--- config.mk ---
export PLATFORM = sky130hd
export DESIGN_NAME = scan_mux
export DESIGN_NICKNAME = d
export VERILOG_FILES = /design/src/rtl/scan_pkg.sv /design/src/rtl/tick_divider.sv /design/src/rtl/scan_mux.sv
export SDC_FILE = /design/constraint.sdc
export NUM_CORES = 1
export LEC_CHECK = 0
export ABC_AREA = 1
export CORE_AREA = 4 4 67 69
export DETAILED_ROUTE_END_ITERATION = 6
export DIE_AREA = 0 0 71 73
export PLACE_DENSITY = 0.82
export SLEW_MARGIN = 20
export SYNTH_ARGS = -nofsm -noshare
export SYNTH_HDL_FRONTEND = slang
export SYNTH_SLANG_ARGS = --single-unit
--- constraint.sdc ---
create_clock -name clk -period 2.4 [get_ports clk]
set_clock_uncertainty 0.1 [all_clocks]
set_input_delay 0.24 -clock clk [delete_from_list [all_inputs] [get_ports clk]]
set_output_delay 0.24 -clock clk [all_outputs]
set_load 0.02 [all_outputs]
--- src/rtl/scan_pkg.sv ---
// -----------------------------------------------------------------------------
// scan_pkg
// Shared definitions for the display scan multiplexer.
//   MODE_AUTO / MODE_MANUAL : encodings of the scan_mux mode input
//   DIV_50MHZ               : default slot length; 1 ms per digit at 50 MHz
// -----------------------------------------------------------------------------
package scan_pkg;

   localparam logic MODE_AUTO   = 1'b0;
   localparam logic MODE_MANUAL = 1'b1;

   localparam int DIV_50MHZ = 50000;

endpackage : scan_pkg

--- src/rtl/tick_divider.sv ---
// -----------------------------------------------------------------------------
// tick_divider
// Slot prescaler for the scan multiplexer. Counts 0..DIV-1 while enabled and
// flags the last cycle of each slot.
// Ports:
//   clk   in  system clock, rising edge
//   rst_n in  asynchronous active-low reset
//   en    in  count enable; pre holds when low
//   clr   in  synchronous clear of pre (has priority over en)
//   tick  out high while pre == DIV-1
// -----------------------------------------------------------------------------
module tick_divider
   import scan_pkg::*;
#(
   parameter int DIV = DIV_50MHZ
) (
   input  logic clk,
   input  logic rst_n,
   input  logic en,
   input  logic clr,
   output logic tick
);

   // One spare bit so DIV-1 always fits, including DIV = 1.
   localparam int PW = $clog2(DIV) + 1;

   logic [PW-1:0] pre;

   assign tick = (pre == PW'(DIV - 1));

   always_ff @(posedge clk or negedge rst_n) begin
      if (!rst_n) begin
         pre <= '0;
      end else if (clr) begin
         pre <= '0;
      end else if (en) begin
         pre <= tick ? '0 : pre + PW'(1);
      end
   end

endmodule : tick_divider

--- src/rtl/scan_mux.sv ---
// -----------------------------------------------------------------------------
// scan_mux
// N-channel registered multiplexer with automatic time-multiplexed scanning
// (digit scanning for the 7-segment display) or host-selected manual channel.
// Ports:
//   clk         in  system clock, rising edge
//   rst_n       in  asynchronous active-low reset
//   en          in  scan/output enable; low freezes the scan and zeroes outputs
//   mode        in  MODE_AUTO = scan, MODE_MANUAL = hold sel_manual
//   sel_manual  in  channel requested in manual mode (clamped to CHANNELS-1)
//   data_in     in  packed channels, channel k = data_in[k*WIDTH +: WIDTH]
//   blank_mask  in  bit k = 1 blanks channel k
//   data_out    out registered data of the displayed channel
//   chan_onehot out registered one-hot strobe of the displayed channel
//   chan_idx    out current channel index (outputs lag it by one clock)
//   frame_done  out one-cycle pulse as the scan wraps back to channel 0
// -----------------------------------------------------------------------------
module scan_mux
   import scan_pkg::*;
#(
   parameter int CHANNELS = 4,
   parameter int WIDTH    = 4,
   parameter int DIV      = DIV_50MHZ,
   parameter int IDXW     = $clog2(CHANNELS)
) (
   input  logic                      clk,
   input  logic                      rst_n,
   input  logic                      en,
   input  logic                      mode,
   input  logic [IDXW-1:0]           sel_manual,
   input  logic [CHANNELS*WIDTH-1:0] data_in,
   input  logic [CHANNELS-1:0]       blank_mask,
   output logic [WIDTH-1:0]          data_out,
   output logic [CHANNELS-1:0]       chan_onehot,
   output logic [IDXW-1:0]           chan_idx,
   output logic                      frame_done
);

   // Saturate a requested channel number to the last real channel.
   function automatic logic [IDXW-1:0] clamp_idx(input logic [IDXW-1:0] s);
      if (s > IDXW'(CHANNELS - 1)) begin
         return IDXW'(CHANNELS - 1);
      end
      return s;
   endfunction

   logic                auto_run;
   logic                manual_run;
   logic                tick;
   logic                last_idx;
   logic                wrap;
   logic [IDXW-1:0]     idx;
   logic [WIDTH-1:0]    slice_sel;
   logic [CHANNELS-1:0] onehot_sel;
   logic                blank_sel;

   // Output register stage
   logic [WIDTH-1:0]    data_p1;
   logic [CHANNELS-1:0] onehot_p1;
   logic                frame_p1;

   // en low overrides mode, so both run flags drop together.
   assign auto_run   = en && (mode == MODE_AUTO);
   assign manual_run = en && (mode == MODE_MANUAL);

   // Manual mode keeps pre at 0 so a switch back to auto gives the current
   // channel a full slot.
   tick_divider #(
      .DIV (DIV)
   ) u_div (
      .clk   (clk),
      .rst_n (rst_n),
      .en    (auto_run),
      .clr   (manual_run),
      .tick  (tick)
   );

   assign last_idx = (idx == IDXW'(CHANNELS - 1));
   assign wrap     = auto_run && tick && last_idx;
   assign chan_idx = idx;

   always_ff @(posedge clk or negedge rst_n) begin
      if (!rst_n) begin
         idx <= '0;
      end else if (manual_run) begin
         idx <= clamp_idx(sel_manual);
      end else if (auto_run && tick) begin
         // Explicit wrap: CHANNELS need not be a power of two.
         idx <= last_idx ? '0 : idx + IDXW'(1);
      end
   end

   // Decoded loop rather than a variable part-select keeps index widths exact.
   always_comb begin
      slice_sel  = '0;
      onehot_sel = '0;
      blank_sel  = 1'b0;
      for (int k = 0; k < CHANNELS; k++) begin
         if (idx == IDXW'(k)) begin
            slice_sel     = data_in[k*WIDTH +: WIDTH];
            onehot_sel[k] = 1'b1;
            blank_sel     = blank_mask[k];
         end
      end
   end

   // Output stage: registered from the pre-edge index
   always_ff @(posedge clk or negedge rst_n) begin
      if (!rst_n) begin
         data_p1   <= '0;
         onehot_p1 <= '0;
         frame_p1  <= 1'b0;
      end else if (!en) begin
         data_p1   <= '0;
         onehot_p1 <= '0;
         frame_p1  <= 1'b0;
      end else begin
         data_p1   <= blank_sel ? '0 : slice_sel;
         onehot_p1 <= blank_sel ? '0 : onehot_sel;
         frame_p1  <= wrap;
      end
   end

   assign data_out    = data_p1;
   assign chan_onehot = onehot_p1;
   assign frame_done  = frame_p1;

endmodule : scan_mux

==> Word-level counts from Yosys, hierarchy flattened <==
Cells that the tools add are included.
{ "word_totals": {"out_inout_bits": 11, "ram_bits": 0, "romBits": 0, "word_cells": 47, "n_memories": 0, "reg_bits": 28, "latchBits": 0, "input_bits": 26} }
{ "op_classes": {"shift": 0, "mul": 0, "magnitude_cmp": 1, "n_reduce_logical": 7, "n_mux": 27, "div": 0, "add_sub_neg": 2, "n_bitwise": 1, "eq_ne": 4} }
{ "ops": {"columns": ["cell", "count"], "rows": [
  ["$mux W17", 3],
  ["$mux W4", 8],
  ["$add A17 B1 Y17 const B", 1],
  ["$eq A17 B16 Y1 const B", 1],
  ["$mux W1", 11],
  ["$mux W2", 5],
  ["$eq A2 B2 Y1 const B", 2],
  ["$logic_and A1 B1 Y1", 4],
  ["$reduce_bool A2 Y1", 2],
  ["$add A2 B1 Y2 const B", 1],
  ["$eq A2 B1 Y1 const B", 1],
  ["$gt A2 B2 Y1 const B", 1],
  ["$logic_not A2 Y1", 1],
  ["$not A1 Y1", 1]
]} }

==> Logic depth before layout (Yosys ltp) <==
{ "depth": {"depth_word": 7, "mapped_depth": 9, "mapped_depth_nobuf": 9} }

==> Cells and area by module <==
From an unflattened synthesis, not the netlist that was laid out.
{ "hier_totals": {"cells_unflattened": 254, "area_unflattened_um2": 1764.2} }
{ "modules_own_cells": {"columns": ["module", "instances", "seq_area_each_um2", "area_each_um2", "cells_per_inst"], "rows": [
  ["tick_divider", 1, 425.4, 1094.8, 158],
  ["scan_mux", 1, 275.3, 669.4, 96]
]} }

==> Least setup slack after synthesis <==
No wires, ideal clock.
{ "synth_timing": {"path_type": "register to register", "start": "register idx[1] (netlist: chan_idx[1])", "end": "register data_p1[3] (netlist: data_out[3])", "arrival_ns": 1.428, "setup_time_ns": 0.121, "required_time_ns": 2.179, "n_path_buf": 0, "stages_incl_launch_ff": 9, "path_slack_ns": 0.750, "period_less_slack_ns": 1.650, "cell_sequence": "dfrtp_1 inv_1 ha_1 nor2_2 nand2_1 nand2_1 o211ai_2 nand2_1 nor2_1"} }
{ "synth_via": {"elab_chain_len": 7, "word_cells_on_any_way": 14} }
{ "synth_lines": {"columns": ["element", "line_no", "source"], "rows": [
  ["start: declaration", "scan_mux.sv:52", "logic [IDXW-1:0] idx;"],
  ["start signal: assignment", "scan_mux.sv:86", "idx <= clamp_idx(sel_manual);"],
  ["start signal: assignment", "scan_mux.sv:89", "idx <= last_idx ? '0 : idx + IDXW'(1);"],
  ["$logic_not A2 Y1", "scan_mux.sv:99", "if (idx == IDXW'(k)) begin"],
  ["$mux W4 / $mux W1 (equally long branches) (4 in series)", "scan_mux.sv:99", null],
  ["$mux W4 *", "scan_mux.sv:118", "data_p1 <= blank_sel ? '0 : slice_sel;"],
  ["$mux W4 *", "scan_mux.sv:113", "end else if (!en) begin"],
  ["end signal: assignment", "scan_mux.sv:118", null],
  ["end: declaration", "scan_mux.sv:58", "logic [WIDTH-1:0] data_p1;"]
]} }
Every way passes the cells marked *; elsewhere a longest branch is shown, timed or not.
A chain may end at the register's enable or synchronous reset.

==> Worst setup path in the final report <==
{ "layout_timing": {"start": "register idx[1] (netlist: chan_idx[1])", "end": "register onehot_p1[3] (netlist: chan_onehot[3])"} }
{ "layout_via": {"elab_chain_len": 7, "word_cells_on_any_way": 11} }
{ "layout_lines": {"columns": ["element", "line_no", "source"], "rows": [
  ["$logic_not A2 Y1", "scan_mux.sv:99", null],
  ["$mux W1 (4 in series)", "scan_mux.sv:99", null],
  ["$mux W4 *", "scan_mux.sv:119", "onehot_p1 <= blank_sel ? '0 : onehot_sel;"],
  ["$mux W4 *", "scan_mux.sv:113", null],
  ["end signal: assignment", "scan_mux.sv:119", null],
  ["end: declaration", "scan_mux.sv:59", "logic [CHANNELS-1:0] onehot_p1;"]
]} }
Marks and branches as above.

==> impl_metrics.ini <==
[clocking]
cts_tree = built
cts_root_buf = clkbuf_8
clk_latency_ps = 270
cts_hold_repair.buffers = 0
cts_made_buffers = 3
clock_sink_count = 28
cts_setup_buffers = 0
path_clk_slew_ps = 100
post_cts_resized = 0
ctsLongestPathBuffers = 2
cts.htree.levels = 1

[global_route]
track_usage = 0.165
grt_pass1_vias = 1535
antenna_found_initial = 0
grt_pass1_wl_microns = 6790
grt-ovfl-total = 0
grt_start_max_net_pins = 29

[logic_synthesis]
yosysWarnings = 0
ys_seq_area_frac = 0.411
synth_edf_count = 0
synth_top_area_share = 0.411
synthTopCellsByArea = dfrtp_1 (41%), nand2_1 (13%), nand3_1 (6.2%)
synth_seq_cells = 28
synthDistinctLibCells = 27
synth_area_sq_mm = 0.00171
synthFlopType = dfrtp_1
syn_area_per_cell_sq_um = 7.55
synth_top_cell_by_area = dfrtp_1
synth_cells = 226
synth.net_count = 257
async_flop_share = 1.00

[layout]
fill_cells = 390
final_area_sq_mm = 0.00219
nNetsFinal = 296
drive_gt1_frac = 0.110
final_core_util = 0.560
syn2layout_area_growth_pct = 28.6
diodes = 0

[power_and_ir_drop]
power_frac_seq = 0.404
cellLeakagePower_nw = 0.953
swShare = 0.304
power.density_mw_per_mm2 = 611
internal_power_uw = 934
p_sw_uw = 407
finalPower_mw = 1.34
combPwrFrac = 0.322
p_clk_frac = 0.273
max-vdd-ir-drop_mv = 0.368

[routing]
vias = 1598
drc = 0
first_pass_iters = 4
postRouteAntennaNets = 0
wl_per_cell_microns = 12.9
routed_wl_microns = 4060
via_per_inst = 5.09
drt_iter0_markers = 77

[placement]
placed_area_sq_mm = 0.00212
dp_hpwl_microns = 3140
numPortBuffers = 36
gp_congestion = 0.887

[critical_path]
worst-path-max-fanout = 7
reg2regPathDepth = 8
rr_endpoint = chan_onehot[3]
criticalPathCategory = flip-flop to flip-flop
crit_arrival_ps = 1800
r2r-start = chan_idx[1]
critPathCapture = chan_onehot[3]
worstSetupStartpointType = flip-flop
cp.required_ps = 2460
r2r_setup_slack_ps = 670
cp-end-kind = flip-flop
startpoint = chan_idx[1]

[die]
core_sq_mm = 0.00391
start_util = 0.436
num_rows = 23
die_y_microns = 73
io_pins = 37
die_area_sq_mm = 0.00518
fp.dieW_microns = 71

[timing]
fin_hold_ws_ps = 232
tightest_slew_ps = 385
finalHoldViolCount = 0
relSlewSlack = 0.741
rsz0062_at_grt = false
tns_ps = 0
min_period_over_period = 0.722
setup_viol = 0
fmax_mhz = 577
slew_viol_final = 0
fin_crit_ps = 1730

[min_path]
min_path_type = input pin to asynchronous set/reset pin

[outcome]
status = complete, no violations

[flow_run]
maxCapViolCount = 0
-- cells in the final DEF, fill, tap and decap left out, types with 4 or more instances in the layout --
cell type,synthesis,routed
a21oi_1,6,6
a22oi_1,4,4
clkdlybuf4s50_1,0,36
dfrtp_1,28,28
ha_1,5,5
inv_1,24,24
inv_2,4,4
nand2_1,57,57
nand2_2,4,4
nand3_1,21,21
nor2_1,22,22
nor2_2,6,6
o21ai_0,5,5
o21ai_1,5,5
o22ai_1,5,5
or2_2,4,4
xor2_1,8,8
-- flip-flops by register name, summed over array words and instances (netlist names) --
register	flops
data_out	4
u_div.pre	17
chan_onehot	4
chan_idx	2
frame_done	1
-- critical path: stages (launching register included) --
cell and delay (ps):
dfrtp_1 420, inv_1 80, ha_1 280, nor2_2 240, nand2_1 80, nand2_1 70, o211ai_2 110, nand2_1 170
nor2_1 60
-- worst min-delay path by stage --
stage | cells after the start | to | startpoint | slack [ps]
after global placement | 1 | u_div.pre[0] | u_div.pre[0] | 420
after global routing | 2 | u_div.pre[12] | rst_n | 270
after CTS | 2 | u_div.pre[12] | rst_n | 240
after floorplan | 0 | chan_idx[0] | rst_n | -160
after detailed placement | 1 | u_div.pre[0] | u_div.pre[0] | 440
final | 2 | u_div.pre[13] | rst_n | 230
-- cell families (layout without fill, tap and decap cells) --
| logic type | Yosys count | in the layout | share of synthesized area |
|---|---|---|---|
| AOI/OAI and AO/OA | 28 | 28 | 0.0998 |
| xor gates and xnor gates | 9 | 9 | 0.0462 |
| adders and majority gates | 5 | 5 | 0.0367 |
| buffers and inverters | 31 | 69 | 0.0697 |
| DFF | 28 | 28 | 0.411 |
| muxes | 1 | 1 | 0.00660 |
| and+or+nand+nor | 124 | 124 | 0.330 |
-- stage by stage --
stage | setup slack, ps | std cells
after floorplan | 750 | 226
after detailed placement | 579 | 310
after global placement | 587 | 310
after global routing | 495 | 314
final | 667 | 314
after CTS | 668 | 314
-- power by group through the flow --
stage,sequential [mW],combinational (mW),clock (mW)
after floorplan,0.598,0.205,0
after global placement,0.550,0.423,0
after detailed placement,0.552,0.436,0
after CTS,0.542,0.436,0.377
after global routing,0.549,0.482,0.396
final,0.542,0.432,0.367
-- Yosys cell counts (2+ instances only) --
master / instances
nand2_1: 57
dfrtp_1: 28
inv_1: 24
nor2_1: 22
nand3_1: 21
xor2_1: 8
a21oi_1: 6
nor2_2: 6
ha_1: 5
o21ai_0: 5
o21ai_1: 5
o22ai_1: 5
a22oi_1: 4
inv_2: 4
nand2_2: 4
or2_2: 4
nand4_1: 3
nor2_4: 3
nor3_1: 3
buf_2: 2
-- layer usage --
metal	wire (microns)	global-route usage	vias to the layer above
li1	-	-	800
met1	1650	0.178	736
met2	2110	0.310	52
met3	207	0.0372	10
met4	97	0.0647	0
met5	0	0	-
-- area by class of cell --
type	count	area, sq um	share of cell area
clock inverters	1	30.0	0.0137
multi-input cells	167	886	0.404
flip-flops and latches	28	701	0.319
repair buffers	37	368	0.168
well taps	50	62.6	0.0285
clock buffers	3	41.3	0.0188
inverters	28	105	0.0479
Note: power is estimated with default switching activity, not from simulation.
==> patch, RTL diff (same settings) <==
The package constant `DIV_50MHZ` goes from 50000 to 200000.
--- a/src/rtl/scan_pkg.sv
+++ b/src/rtl/scan_pkg.sv
@@ -9,7 +9,7 @@
    localparam logic MODE_AUTO   = 1'b0;
    localparam logic MODE_MANUAL = 1'b1;
 
-   localparam int DIV_50MHZ = 50000;
+   localparam int DIV_50MHZ = 200000;
 
 endpackage : scan_pkg
 
Check against the original RTL: no difference found for any inputs over 10 cycles, from zero or initial values and one cycle with rst_n low; that may be too few to reach the edited logic, so the function may still have changed.
==> patch against the unedited design <==
Count of clock-buffer cells in the layout rose by 4; critical path depth did not move; via count up 8.3%; setup slack got worse by 0.15 ns; power is 0.53% lower; sequential cell count grew 2; synthesized cell count increased by 4.0%; wire length rose by 6.3%; sequential power up 5.7%; area after synthesis up 3.3%; design area grew 2.9%; largest power group unchanged; combinational power fell by 11%; core utilization up 1.6 points.
==> patch: results <==
status:
  run_status: "complete, no violations"
critical_path:
  timing.rr.end: "u_div.pre[18]"
  arrival_ns: 1.95
  rrSetupSlack_ns: 0.52
  crit_path_max_fanout: 11
  cp_slowest_cell: "dfrtp_1"
  critPathLaunch: "u_div.pre[0]"
  crit_path_max_incr_delay_ns: 0.40
  ff2ff_path_depth: 8
  path_delay_family: "simple AND/OR/NAND/NOR gates"
cts:
  clk_latency_ns: 0.28
  clock_path_buffers: 2
  h-tree-depth: 2
  cts_num_sinks: 30
  cts_resized: 0
  numCtsBuffers: 5
  cts-root-buf: "clkbuf_8"
  clk_pin_slew_worst_paths_ns: 0.06
  post_cts_buffers: 0
synth:
  yosys-top-cells-area: "dfrtp_1 43%, nand2_1 13%, o21ai_0 6.5%"
  yosysSeqAreaShare_pct: 42.61
  yosys_warnings: 0
  synth_async_sr_flop_share_pct: 100.0
  synth_cell_type_count: 23
  synth_compound_area_share_pct: 11.01
  syn-num-nets: 266
  synth_xor_area_share_pct: 3.977
  synth_adder_area_share_pct: 3.551
  synth_commonest_cells: "62 x nand2_1, 30 x dfrtp_1, 29 x nor2_1"
  synthMuxAreaShare_pct: 0.6392
  synth_top_flop_cell: "dfrtp_1"
power:
  max-vdd-ir-drop_mv: 0.5222
  p_leak_uw: 0.0009634
  p_sw_uw: 414.4
grt:
  grt_pass1_wl_mm: 7.265
  grtUsageTotal_pct: 17.71
  grt_max_degree: 31
  antenna_found_initial: 0
  grt_pass1_vias: 1630
layout:
  fillCellCount: 370
  diodes: 0
  regMostFlops: "u_div.pre"
  drive_gt1_share_pct: 5.054
  largest_reg_flops: 19
  nNetsFinal: 308
sta:
  holdWs_ns: 0.2495
  relSlewSlack_pct: 67.01
min_path:
  hp-class: "in2async"
placement:
  placed_cell_area_um2: 2181
  post-dp-hpwl_mm: 3.285
  gp_congestion: 0.9522
  portBuffers: 36
  dp_slack_ns: 0.4314
routing:
  avgRoutedWirePerCell_um: 13.20
  drtPass1Iterations: 5
  dr.first_iter.drc_count: 109
  via_per_inst: 5.294
patch: cell count changes after synthesis, moves of 4 or more:
| cell | unedited run | this run |
|---|---|---|
| o21ai_0 | 5 | 23 |
| or2_2 | 4 | 0 |
| nand4_1 | 3 | 12 |
| nand2_1 | 57 | 62 |
| nand3_1 | 21 | 15 |
| o21ai_1 | 5 | 0 |
| inv_2 | 4 | 0 |
| nor2_2 | 6 | 1 |
| a22oi_1 | 4 | 0 |
| nor2_1 | 22 | 29 |
patch: worst max path at each step:
stage          cells past startpoint             end  slack, ns
6_report                           8   u_div.pre[18]       0.52
5_1_grt                            8   u_div.pre[11]       0.38
4_1_cts                            8   u_div.pre[18]       0.53
3_5_place_dp                       7   u_div.pre[18]       0.43
3_3_place_gp                       7   u_div.pre[11]       0.50
2_1_floorplan                     10  chan_onehot[2]       0.75
patch: layer usage:
layer,track usage [%],up-vias,share of wire [%]
met3,4.545,7,6.0
met4,7.098,0,2.1
met1,23.16,814,43
met2,28.12,53,49
met5,0,-,0
li1,-,857,-
patch: final cells by class:
type	instances	area (µm²)	area share (%)
clock buffers	7	76.32	3.381
inverters	24	90.09	3.991
multi-input cells	178	902.1	39.97
flip-flops and latches	30	750.7	33.26
well taps	50	62.56	2.772
repair buffers	38	375.4	16.63
patch: cells by family after synthesis:
group / after synthesis
and+or+nand+nor: 127
muxes: 1
adders and majority gates: 5
buffers and inverters: 27
AOI/OAI and AO/OA: 37
xor gates and xnor gates: 8
DFF: 30
patch: per-stage QoR:
stage          utilization, %  cells
4_1_cts                 57.67    327
3_3_place_gp            55.72    320
3_5_place_dp            55.72    320
2_1_floorplan               -    235
6_report                57.67    327
5_1_grt                 57.67    327
patch: power groups by stage:
| stage | clock, µW | sequential (µW) | combinational [µW] |
|---|---|---|---|
| 2_1_floorplan | 0 | 628 | 165 |
| 3_3_place_gp | 0 | 582 | 381 |
| 3_5_place_dp | 0 | 583 | 385 |
| 4_1_cts | 382 | 575 | 388 |
| 5_1_grt | 402 | 582 | 433 |
| 6_report | 374 | 573 | 386 |
patch: worst register-to-register path, delay by kind of cell (launching register included):
| kind | cells | cell delay, ns |
|---|---|---|
| simple gates | 6 | 0.84 |
| flops | 1 | 0.40 |
| fa+ha+maj | 1 | 0.26 |
| buf+inv | 1 | 0.17 |
